<file path="config.mk">
export PLATFORM = sky130hd
export DESIGN_NAME = instruction_fetch
export DESIGN_NICKNAME = d
export VERILOG_FILES = /design/src/rtl/instruction_fetch.sv
export SDC_FILE = /design/constraint.sdc
export NUM_CORES = 1
export LEC_CHECK = 0
export CELL_PAD_IN_SITES_DETAIL_PLACEMENT = 0
export CELL_PAD_IN_SITES_GLOBAL_PLACEMENT = 2
export CORE_ASPECT_RATIO = 0.6
export CORE_MARGIN = 2
export CORE_UTILIZATION = 27
export DETAILED_ROUTE_END_ITERATION = 10
export PLACE_DENSITY_LB_ADDON = 0.1
export SYNTH_ARGS = -nofsm -noshare
export SYNTH_HDL_FRONTEND = slang
export SYNTH_SLANG_ARGS = --single-unit
</file>
<file path="constraint.sdc">
create_clock -name Clock -period 3.2 [get_ports Clock]
set_clock_uncertainty 0.1 [all_clocks]
set_input_delay 0.8 -clock Clock [delete_from_list [all_inputs] [get_ports Clock]]
set_output_delay 0.8 -clock Clock [all_outputs]
set_load 0.05 [all_outputs]
</file>
<file path="src/rtl/instruction_fetch.sv">
// Instruction fetch unit: registered PC drives the ROM, fetched words are latched and issued one cycle later.
// Optional NOP-driven issue delay is enabled by defining IFETCH_NOP_DELAY_EN.

package ifetch_pkg;
  localparam logic [3:0] OP_NOP = 4'h0;
endpackage

module instruction_fetch (
  input  logic        Clock,
  input  logic        Reset,
  output logic [15:0] oAddress,
  input  logic [27:0] iInstruction,
  input  logic        iStall,
  input  logic        iBranchTaken,
  input  logic [15:0] iBranchTarget,
  output logic        oValid,
  output logic [3:0]  oOpcode,
  output logic [7:0]  oDestination,
  output logic [7:0]  oSourceAddr1,
  output logic [7:0]  oSourceAddr0,
  output logic [15:0] oImmediate,
  output logic [15:0] oPC
);

`ifdef IFETCH_NOP_DELAY_EN
  typedef enum logic [1:0] {IDLE, RUN, DELAY} state_t;
`else
  typedef enum logic [0:0] {IDLE, RUN} state_t;
`endif

  state_t      state_q, state_d;
  logic [15:0] pc_q;
  logic        issue;
  logic        redirect;
  logic        clr_valid;

`ifdef IFETCH_NOP_DELAY_EN
  logic [23:0] cnt_q;
  logic        load_cnt;
  logic        dec_cnt;
`endif

  // oAddress comes straight from a flop, so the ROM address never depends on inputs.
  assign oAddress = pc_q;

  always_comb begin
    // NOTE: every output of this block gets a default first so no path leaves a value unassigned (no latch).
    state_d   = state_q;
    issue     = 1'b0;
    redirect  = 1'b0;
    clr_valid = 1'b0;
`ifdef IFETCH_NOP_DELAY_EN
    load_cnt  = 1'b0;
    dec_cnt   = 1'b0;
`endif
    case (state_q)
      IDLE: state_d = RUN;
      RUN: begin
        if (iBranchTaken) begin
          redirect = 1'b1;
        end else if (!iStall) begin
          issue = 1'b1;
`ifdef IFETCH_NOP_DELAY_EN
          if (iInstruction[27:24] == ifetch_pkg::OP_NOP && |iInstruction[23:0]) begin
            load_cnt = 1'b1;
            state_d  = DELAY;
          end
`endif
        end
      end
`ifdef IFETCH_NOP_DELAY_EN
      DELAY: begin
        // The bubble is held invalid even while stalled; only the countdown freezes.
        clr_valid = 1'b1;
        if (iBranchTaken) begin
          redirect = 1'b1;
          state_d  = RUN;
        end else if (!iStall) begin
          dec_cnt = 1'b1;
          if (cnt_q == 24'd1) state_d = RUN;
        end
      end
`endif
      default: state_d = IDLE;
    endcase
  end

  // NOTE: sequential state uses non-blocking assignments so all flops update from pre-edge values.
  always_ff @(posedge Clock or posedge Reset) begin
    if (Reset) state_q <= IDLE;
    else       state_q <= state_d;
  end

  // NOTE: every datapath register has a reset value; there is no storage array here to leave unreset.
  always_ff @(posedge Clock or posedge Reset) begin
    if (Reset) begin
      pc_q         <= 16'h0000;
      oValid       <= 1'b0;
      oOpcode      <= 4'h0;
      oDestination <= 8'h00;
      oSourceAddr1 <= 8'h00;
      oSourceAddr0 <= 8'h00;
      oImmediate   <= 16'h0000;
      oPC          <= 16'h0000;
    end else if (redirect) begin
      pc_q   <= iBranchTarget;
      oValid <= 1'b0;
    end else if (issue) begin
      oOpcode      <= iInstruction[27:24];
      oDestination <= iInstruction[23:16];
      oSourceAddr1 <= iInstruction[15:8];
      oSourceAddr0 <= iInstruction[7:0];
      oImmediate   <= iInstruction[15:0];
      oPC          <= pc_q;
      oValid       <= 1'b1;
      pc_q         <= pc_q + 16'd1;
    end else if (clr_valid) begin
      oValid <= 1'b0;
    end
  end

`ifdef IFETCH_NOP_DELAY_EN
  always_ff @(posedge Clock or posedge Reset) begin
    if (Reset)         cnt_q <= 24'd0;
    else if (redirect) cnt_q <= 24'd0;
    else if (load_cnt) cnt_q <= iInstruction[23:0];
    else if (dec_cnt)  cnt_q <= cnt_q - 24'd1;
  end
`endif

endmodule

</file>
==> results.yml, run 1 <==
layout:
  stdcell_area_um2: 4390
  finalNetCount: 396
  layout.core_utilization: 0.441
  area_growth_syn_to_layout_pct: 57.4
  layout.cells.non_filler: 486
  drive_gt1_frac: 0.197
  num_antenna_cells: 0
synthesis:
  netlist_instances: 227
  synthTopCellsByArea: "sky130_fd_sc_hd__dfrtp_1 56%, sky130_fd_sc_hd__mux2_2 18%, sky130_fd_sc_hd__buf_4 4.3%, sky130_fd_sc_hd__nand2_1 2.2%, sky130_fd_sc_hd__o21ai_0 1.8%"
  synth_top_family_by_area: "multiplexers"
  synth_area_um2: 2790
  yosysWarningCount: 0
  synth_largest_type_area_fraction: 0.557
  library_cell_occupying_the_most_area_in_the_post_synthesis_netlist: "sky130_fd_sc_hd__dfrtp_1"
  synth_adder_area_share: 0.00449
  top_ff_cell_synth: "sky130_fd_sc_hd__dfrtp_1"
  netlist-cell-type-count: 38
  yosysSeqAreaShare: 0.557
  syn_area_per_cell_um2: 12.3
  synthXorXnorAreaFrac: 0.00628
  ys_async_sr_fraction: 1.00
  multiplexer_share_of_the_synthesized_area: 0.181
  synth_area_in_compound_gates: 0.0781
  synth_simple_gate_area_frac: 0.110
  synth_enable_flop_cells: 0
  postSynthRegisterBits: 62
  syn-num-nets: 276
run_status:
  outcome: "finished, final reports clean"
global_route:
  grt_pass1_vias: 2171
  global_route_total_overflow: 0
  grt_pass1_wl_mm: 12.2
  maximum_number_of_pins_on_one_net_before_global_route_repair: 30
  number_of_antenna_violations_at_the_first_check_in_global_routing: 0
  grt.total_usage: 0.149
timing:
  finalSetupViolations: 0
  totalNegativeSetupSlack_ns: 0
  fin_worst_hold_slack_ns: 0.402
  maxClockFrequency_mhz: 383
  timing.final.max_slew_violations: 0
  timing_hold_violations_final: 0
  slew_headroom: 0.619
  unrepaired_setup_endpoints_after_global_routing: "false"
  worstMarginPinSlew_ns: 0.569
  period_minus_slack_ns: 2.61
  final_min_period_over_clock_period: 0.815
worst_setup_path:
  worst_path_largest_cell_delay_ns: 0.86
  path_max_fanout: 9
  crit_path_start_kind: "flip-flop"
  critical_path_class: "flip-flop to primary output"
  critical_path.top_delay_family: "buffers and inverters"
  worstPathCellList: "clkdlybuf4s50_1"
  critical_path_required_ns: 2.30
  timing.critical_path.slowest_stage_cell: "sky130_fd_sc_hd__clkdlybuf4s50_1"
  timing.critical_path.buf_inv: 1
  worstPathArrival_ns: 1.71
  worstSetupEndpointType: "primary output"
routing:
  finalWirelength_mm: 7.89
  drt-pass1-iter-count: 6
  route.vias.total: 2218
  route.detailed.drc: 0
  drt_first_iter_violations: 92
  routed_wire_length_per_instance_um: 16.2
  detail-route-antenna-nets: 0
  vias_per_cell: 4.56
power:
  power.share.combinational: 0.412
  sw_frac: 0.399
  share_seq_of_total_power: 0.321
  cellInternalPower_w: 0.00198
  total_leakage_power_nw: 1.76
  total_switching_power_w: 0.00132
  power_per_cell_area_nw_per_um2: 753
  ir_worst_vdd_mv: 0.285
  part_of_the_total_power_dissipated_in_the_clock_network: 0.268
cts:
  cts-hold-fix-buffers: 0
  clk_transition_reported_paths_ns: 0.05
  clk_latency_ns: 0.32
  cts-root-buf: "sky130_fd_sc_hd__clkbuf_16"
  ctsResizeCount: 0
  cts_buffers: 9
  tritoncts: "built"
  cts_setup_buffers: 0
  clk_path_buf_depth: 2
  cts-htree-levels: 3
  numClockSinks: 62
job:
  timing.max_cap.violations: 0
min_path:
  class_of_the_worst_hold_path: "flip-flop to flip-flop"
floorplanning:
  die-area_um2: 11200
  rows: 28
  chipWidth_um: 135
  die_y_um: 82.7
  start_util: 0.280
  core_area_um2: 9950
  boundaryPins: 125
place:
  place.detailed.hpwl_mm: 5.76
  place_inst: 471
  io_buffer_count: 124
  dpl_cell_area_um2: 4120
  place.gp.congestion: 0.730
==> final timing paths <==
kind,start,slack (ns),to,cells after the start
min,oDestination[6]$_DFFE_PP0P_,0.40,oDestination[6]$_DFFE_PP0P_,1
min reg2reg,oDestination[6]$_DFFE_PP0P_,0.40,oDestination[6]$_DFFE_PP0P_,1
max,oAddress[7]$_DFFE_PP0P_,0.59,oAddress[7],1
min in group asynchronous,Reset,0.70,oPC[7]$_DFFE_PP0P_,2
max reg2reg,oAddress[0]$_DFFE_PP0P_,1.22,oAddress[12]$_DFFE_PP0P_,5
max in group asynchronous,Reset,1.72,oSourceAddr0[2]$_DFFE_PP0P_,3
==> kinds of logic after synthesis <==
family,count (synthesis)
compound gates,34
xor+xnor,2
fa+ha+maj,1
buf+inv,29
flops,62
mux,45
other cells,1
simple gates,53
==> layout by cell type (no fill, tap or decap), types with 2 or more instances in the layout <==
cell	count
sky130_fd_sc_hd__clkdlybuf4s50_1	124
sky130_fd_sc_hd__dfrtp_1	62
sky130_fd_sc_hd__mux2_2	44
sky130_fd_sc_hd__nand2_1	16
sky130_fd_sc_hd__o21ai_0	10
sky130_fd_sc_hd__clkbuf_16	9
sky130_fd_sc_hd__nand3_1	8
sky130_fd_sc_hd__a21oi_1	8
sky130_fd_sc_hd__nor2_1	7
sky130_fd_sc_hd__buf_4	7
sky130_fd_sc_hd__inv_1	5
sky130_fd_sc_hd__o211ai_1	5
sky130_fd_sc_hd__nand4_1	4
sky130_fd_sc_hd__or4_1	4
sky130_fd_sc_hd__o311ai_0	4
sky130_fd_sc_hd__clkbuf_1	3
sky130_fd_sc_hd__nor3_1	2
sky130_fd_sc_hd__a22oi_1	2
sky130_fd_sc_hd__xor2_1	2
sky130_fd_sc_hd__clkbuf_8	2
==> state kept, by name, indices dropped and copies added, names as in the netlist <==
name and count:
oAddress 16, oPC 16, oDestination 8, oSourceAddr1 8, oSourceAddr0 7, oOpcode 4
oImmediate 1, oValid 1, state_q 1
==> final cells by class <==
class | instances | area (µm²)
Fill cell | 948 | 5560
Sequential cell | 62 | 1550
Timing Repair Buffer | 132 | 1310
Multi-Input combinational cell | 136 | 1060
Clock buffer | 14 | 264
Tap cell | 135 | 169
Inverter | 6 | 22.5
Clock inverter | 1 | 5.00
==> per-layer routing <==
metal  global-route usage  share of wire
met3               0.0665           0.10
met4               0.0500          0.010
met2                0.190           0.38
met1                0.216           0.50
met5                    0              0
==> per-stage QoR <==
step | power [W] | worst slack, ns
2_1_floorplan | 0.00197 | 0.759
3_3_place_gp | 0.00243 | 0.428
3_5_place_dp | 0.00244 | 0.413
4_1_cts | 0.00335 | 0.560
5_1_grt | 0.00346 | 0.526
6_report | 0.00330 | 0.592
==> power by group through the flow <==
stage | logic [W] | registers [W] | clock network, W
6_report | 0.00136 | 0.00106 | 0.000883
2_1_floorplan | 0.000386 | 0.00158 | 0
5_1_grt | 0.00142 | 0.00109 | 0.000955
3_3_place_gp | 0.00136 | 0.00107 | 0
4_1_cts | 0.00137 | 0.00106 | 0.000919
3_5_place_dp | 0.00137 | 0.00107 | 0
==> Yosys cell counts (all sizes together) (2+ instances only) <==
| cell | instances |
|---|---|
| o311ai | 5 |
| nand2 | 16 |
| mux2 | 44 |
| a22oi | 2 |
| o211ai | 5 |
| inv | 6 |
| nor3 | 3 |
| buf | 20 |
| or4 | 4 |
| nor2 | 7 |
| dfrtp | 62 |
| nand4 | 4 |
| clkbuf | 3 |
| and3 | 2 |
| o21ai | 10 |
| and4 | 2 |
| a21oi | 8 |
| nand3 | 9 |
| xor2 | 2 |
(Power assumes the default switching activity.)
==> run 2: changes to the inputs <==
- CORE_UTILIZATION: 27 -> 23
- clock period: 3.2 -> 2.2 ns (I/O delays scaled with it)
==> run 2 against run 1 <==
Against the previous run: wire length is 8.3% higher; cell area is 4.5% higher; combinational power increased by 47%; sequential share of layout area shrank 1.5 points; non-clock buffer count grew 19; first-iteration DRC count down 3.3%; clock power rose by 57%; sequential power increased by 43%; largest cell class unchanged; count of clock-buffer cells in the layout down 3; die area rose by 17%; highest routed layer unchanged.
==> results.yml, run 2 (synthesis results as in run 1) <==
worst_setup_path:
  crit_start: "oSourceAddr0[0]$_DFFE_PP0P_"
  timing.rr.end: "oAddress[12]$_DFFE_PP0P_"
  timing.critical_path.buf_inv: 1
  worstSetupEndpointType: "primary output"
  critical_path_class: "flip-flop to primary output"
  critical_path_required_ns: 1.55
  worstReg2RegStart: "oAddress[1]$_DFFE_PP0P_"
  crit_path_start_kind: "flip-flop"
  endpoint_of_the_most_critical_setup_path: "oSourceAddr0[0]"
  r2r.worst_path.cells: 5
  timing.critical_path.slowest_stage_cell: "sky130_fd_sc_hd__clkdlybuf4s50_1"
  worstPathCellList: "clkdlybuf4s50_1"
  worstPathArrival_ns: 1.51
  critical_path.top_delay_family: "buffers and inverters"
  worst_path_largest_cell_delay_ns: 0.82
  ff2ff_setup_slack_ns: 0.28
  path_max_fanout: 3
  path_depth: 1
routing:
  routed_wire_length_per_instance_um: 16.0
  route.detailed.drc: 0
  finalWirelength_mm: 8.54
  detail-route-antenna-nets: 0
  vias_per_cell: 4.24
  drt_first_iter_violations: 89
  drt-pass1-iter-count: 4
  route.vias.total: 2267
global_route:
  number_of_antenna_violations_at_the_first_check_in_global_routing: 0
  grt.total_usage: 0.136
  maximum_number_of_pins_on_one_net_before_global_route_repair: 27
  grt_pass1_vias: 2341
  grt_pass1_wl_mm: 13.3
  global_route_total_overflow: 0
floorplanning:
  die_y_um: 89.3
  chipWidth_um: 146
  start_util: 0.233
  rows: 31
  boundaryPins: 125
  core_area_um2: 11900
  die-area_um2: 13000
timing:
  timing.final.ws_setup_ns: 0.0407
  final_min_period_over_clock_period: 0.981
  finalSetupViolations: 0
  timing_hold_violations_final: 0
  timing.final.max_slew_violations: 0
  worstMarginPinSlew_ns: 0.519
  slew_headroom: 0.653
  maxClockFrequency_mhz: 463
  unrepaired_setup_endpoints_after_global_routing: "false"
  period_minus_slack_ns: 2.16
layout:
  layout.cells.non_filler: 535
  area_growth_syn_to_layout_pct: 64.5
  num_antenna_cells: 0
  final_common_cell: "sky130_fd_sc_hd__clkdlybuf4s50_1"
  area_of_the_multi_input_gates_um2: 1060
  layout_common_cells: "80 x sky130_fd_sc_hd__clkdlybuf4s50_1, 62 x sky130_fd_sc_hd__dfrtp_1, 48 x sky130_fd_sc_hd__buf_4, 44 x sky130_fd_sc_hd__mux2_2, 21 x sky130_fd_sc_hd__dlymetal6s2s_1"
  area.sequential_um2: 1550
  drive_gt1_frac: 0.303
  n_fill_cell: 1204
  finalNetCount: 415
place:
  io_buffer_count: 124
  place.detailed.hpwl_mm: 6.51
  place.gp.congestion: 0.712
  place_inst: 520
  place_worst_setup_slack_ns: -0.157
min_path:
  class_of_the_worst_hold_path: "flip-flop to flip-flop"
cts:
  cts-root-buf: "sky130_fd_sc_hd__clkbuf_16"
  ctsResizeCount: 1
  cts_setup_buffers: 0
  cts-hold-fix-buffers: 0
  cts_buffers: 9
  clk_transition_reported_paths_ns: 0.05
  clk_path_buf_depth: 2
  clk_latency_ns: 0.32
  tritoncts: "built"
  cts-htree-levels: 3
  numClockSinks: 62
job:
  timing.max_cap.violations: 0
power:
  ir_worst_vdd_mv: 0.418
  total_leakage_power_nw: 2.08
  power_per_cell_area_nw_per_um2: 1070
run_status:
  outcome: "finished, final reports clean"
-- run 2: cell types whose count changed in the layout (fill, tap and decap cells not counted), sizes merged --
cell,delta
buf,+41
bufinv,+1
clkbuf,-3
clkdlybuf4s50,-44
clkinv,+1
clkinvlp,+1
dlygate4sd2,+1
dlymetal6s2s,+21
-- run 2: power by group --
part / leakage [nW] / internal, W / switching [W]
clock network: 0.141 / 0.000897 / 0.000495
registers: 0.738 / 0.00136 / 0.000160
logic: 1.20 / 0.000705 / 0.00130
-- run 2: how the worst min path moves through the flow --
stage | start | endpoint | slack, ns | depth (start not counted)
CTS | oDestination[1]$_DFFE_PP0P_ | oDestination[1]$_DFFE_PP0P_ | 0.41 | 1
floorplan | state_q$_DFF_PP0_ | oAddress[2]$_DFFE_PP0P_ | 0.53 | 2
global placement | oValid$_DFFE_PP0P_ | oValid$_DFFE_PP0P_ | 0.39 | 2
global route | oPC[6]$_DFFE_PP0P_ | oPC[6]$_DFFE_PP0P_ | 0.42 | 1
finish | oDestination[1]$_DFFE_PP0P_ | oDestination[1]$_DFFE_PP0P_ | 0.40 | 1
detailed placement | oValid$_DFFE_PP0P_ | oValid$_DFFE_PP0P_ | 0.39 | 2
-- run 2: per-layer routing --
| metal | global-route usage | vias up | wire (µm) |
|---|---|---|---|
| met5 | 0 | - | 0 |
| met4 | 0.0397 | 0 | 91 |
| met3 | 0.0653 | 9 | 826 |
| met2 | 0.176 | 84 | 3330 |
| met1 | 0.198 | 1087 | 4290 |
| li1 | - | 1087 | - |
-- run 2: final cells by class --
type,instances,share of cell area
Clock buffer,11,0.0529
Clock inverter,4,0.0104
Inverter,6,0.00491
Multi-Input combinational cell,136,0.232
Sequential cell,62,0.338
Tap cell,165,0.0450
Timing Repair Buffer,151,0.317
-- run 2: stage by stage --
step / hold WS (ns) / util / power, W / TNS, ns / instance area [µm²]
global route: 0.421 / 0.384 / 0.00516 / 0 / 4590
floorplan: 0.534 / - / 0.00286 / 0 / 2790
detailed placement: 0.394 / 0.355 / 0.00357 / -5.10 / 4240
finish: 0.402 / 0.384 / 0.00492 / 0 / 4590
CTS: 0.407 / 0.379 / 0.00501 / 0 / 4530
global placement: 0.385 / 0.355 / 0.00356 / -2.92 / 4240
==> run 3: changes to the inputs <==
- CORE_UTILIZATION: 23 -> 24
- CTS_BUF_LIST: default -> sky130_fd_sc_hd__clkbuf_8
==> run 3 against run 2 <==
Against the previous run: global-route usage rose by 0.37 points; first-iteration DRC count decreased by 9.0%; setup slack improved by 0.0093 ns.
==> results.yml, run 3 (synthesis results as in run 1) <==
min_path:
  min_to: "oOpcode[3]$_DFFE_PP0P_"
  worst_hold_path.num_cells: 1
  class_of_the_worst_hold_path: "flip-flop to flip-flop"
  hold_path_startpoint: "oOpcode[3]$_DFFE_PP0P_"
worst_setup_path:
  worst_path_largest_cell_delay_ns: 0.80
  worstPathCellList: "clkdlybuf4s50_1"
  worstPathArrival_ns: 1.50
  timing.critical_path.slowest_stage_cell: "sky130_fd_sc_hd__clkdlybuf4s50_1"
  critical_path.top_delay_family: "buffers and inverters"
  timing.critical_path.buf_inv: 1
  r2r.worst_path.cells: 5
  ff2ff_setup_slack_ns: 0.24
  worstSetupEndpointType: "primary output"
  worstReg2RegStart: "oAddress[1]$_DFFE_PP0P_"
  path_depth: 1
  path_max_fanout: 3
  crit_start: "oSourceAddr1[5]$_DFFE_PP0P_"
  critical_path_required_ns: 1.55
  crit_path_start_kind: "flip-flop"
  critical_path_class: "flip-flop to primary output"
  timing.rr.end: "oAddress[12]$_DFFE_PP0P_"
cts:
  ctsResizeCount: 15
  cts-root-buf: "sky130_fd_sc_hd__clkbuf_8"
  cts-hold-fix-buffers: 0
  cts-htree-levels: 3
  clk_transition_reported_paths_ns: 0.07
  cts_buffers: 9
  clk_path_buf_depth: 2
  cts_setup_buffers: 0
  numClockSinks: 62
  tritoncts: "built"
  clk_latency_ns: 0.35
power:
  total_leakage_power_nw: 2.18
  ir_worst_vdd_mv: 0.467
  power_per_cell_area_nw_per_um2: 1000
  p_total_w: 0.00449
run_status:
  outcome: "finished, final reports clean"
layout:
  final_common_cell: "sky130_fd_sc_hd__dfrtp_1"
  area_of_the_multi_input_gates_um2: 1060
  num_antenna_cells: 0
  area_growth_syn_to_layout_pct: 60.2
  drive_gt1_frac: 0.292
  area.sequential_um2: 1550
  layout.core_utilization: 0.395
  layout_common_cells: "62 x sky130_fd_sc_hd__dfrtp_1, 54 x sky130_fd_sc_hd__clkdlybuf4s50_1, 44 x sky130_fd_sc_hd__mux2_2, 43 x sky130_fd_sc_hd__buf_4, 33 x sky130_fd_sc_hd__dlymetal6s2s_1"
  n_fill_cell: 1115
  finalNetCount: 410
routing:
  route.detailed.drc: 0
  drt_first_iter_violations: 81
  route.vias.total: 2287
  routed_wire_length_per_instance_um: 15.8
  drt-pass1-iter-count: 4
  finalWirelength_mm: 8.33
  detail-route-antenna-nets: 0
  vias_per_cell: 4.35
job:
  timing.max_cap.violations: 0
global_route:
  number_of_antenna_violations_at_the_first_check_in_global_routing: 0
  maximum_number_of_pins_on_one_net_before_global_route_repair: 34
  grt_pass1_wl_mm: 12.8
  grt_pass1_vias: 2265
  global_route_total_overflow: 0
  grt.total_usage: 0.140
floorplanning:
  die-area_um2: 12500
  rows: 30
  boundaryPins: 125
  core_area_um2: 11300
  die_y_um: 87.5
  chipWidth_um: 143
  start_util: 0.247
timing:
  timing_hold_violations_final: 0
  final_min_period_over_clock_period: 0.977
  timing.final.max_slew_violations: 0
  worstMarginPinSlew_ns: 0.532
  period_minus_slack_ns: 2.15
  finalSetupViolations: 0
  slew_headroom: 0.645
  unrepaired_setup_endpoints_after_global_routing: "false"
  fin_worst_hold_slack_ns: 0.399
  maxClockFrequency_mhz: 465
place:
  io_buffer_count: 124
  place.detailed.hpwl_mm: 6.16
  place.gp.congestion: 0.733
[run 3: cell type report]
type	instances	share of cell area
Inverter	6	0.00504
Clock inverter	5	0.0112
Tap cell	160	0.0448
Sequential cell	62	0.347
Clock buffer	11	0.0339
Timing Repair Buffer	146	0.320
Multi-Input combinational cell	136	0.238
[run 3: worst max-delay path by stage]
stage | slack (ns) | to
floorplan | 0.009 | oAddress[0]$_DFFE_PP0P_
global placement | -0.06 | oAddress[12]$_DFFE_PP0P_
detailed placement | -0.13 | oAddress[12]$_DFFE_PP0P_
CTS | 0.0005 | oImmediate[15]
global route | 0.002 | oImmediate[13]
finish | 0.05 | oImmediate[13]
[run 3: stage by stage]
stage,area (µm²),cells,setup WS (ns),TNS [ns]
floorplan,2790,227,0.00860,0
global placement,4200,510,-0.0609,-0.130
detailed placement,4200,510,-0.132,-0.264
CTS,4380,526,0.000541,0
global route,4470,526,0.00164,0
finish,4470,526,0.0500,0
[run 3: metal layers]
layer | part of all wire | vias to the layer above | wire [µm] | global-route usage
met5 | 0 | - | 0 | 0
met4 | 0.012 | 0 | 98 | 0.0432
met3 | 0.12 | 12 | 983 | 0.0682
met2 | 0.39 | 97 | 3250 | 0.180
met1 | 0.48 | 1094 | 4000 | 0.202
li1 | - | 1084 | - | -
[run 3: where the power goes]
group / leakage [nW] / switching (W) / internal [W]
registers: 0.738 / 0.000153 / 0.00136
clock network: 0.108 / 0.000456 / 0.000575
logic: 1.33 / 0.00129 / 0.000658
total: 2.18 / 0.00190 / 0.00259
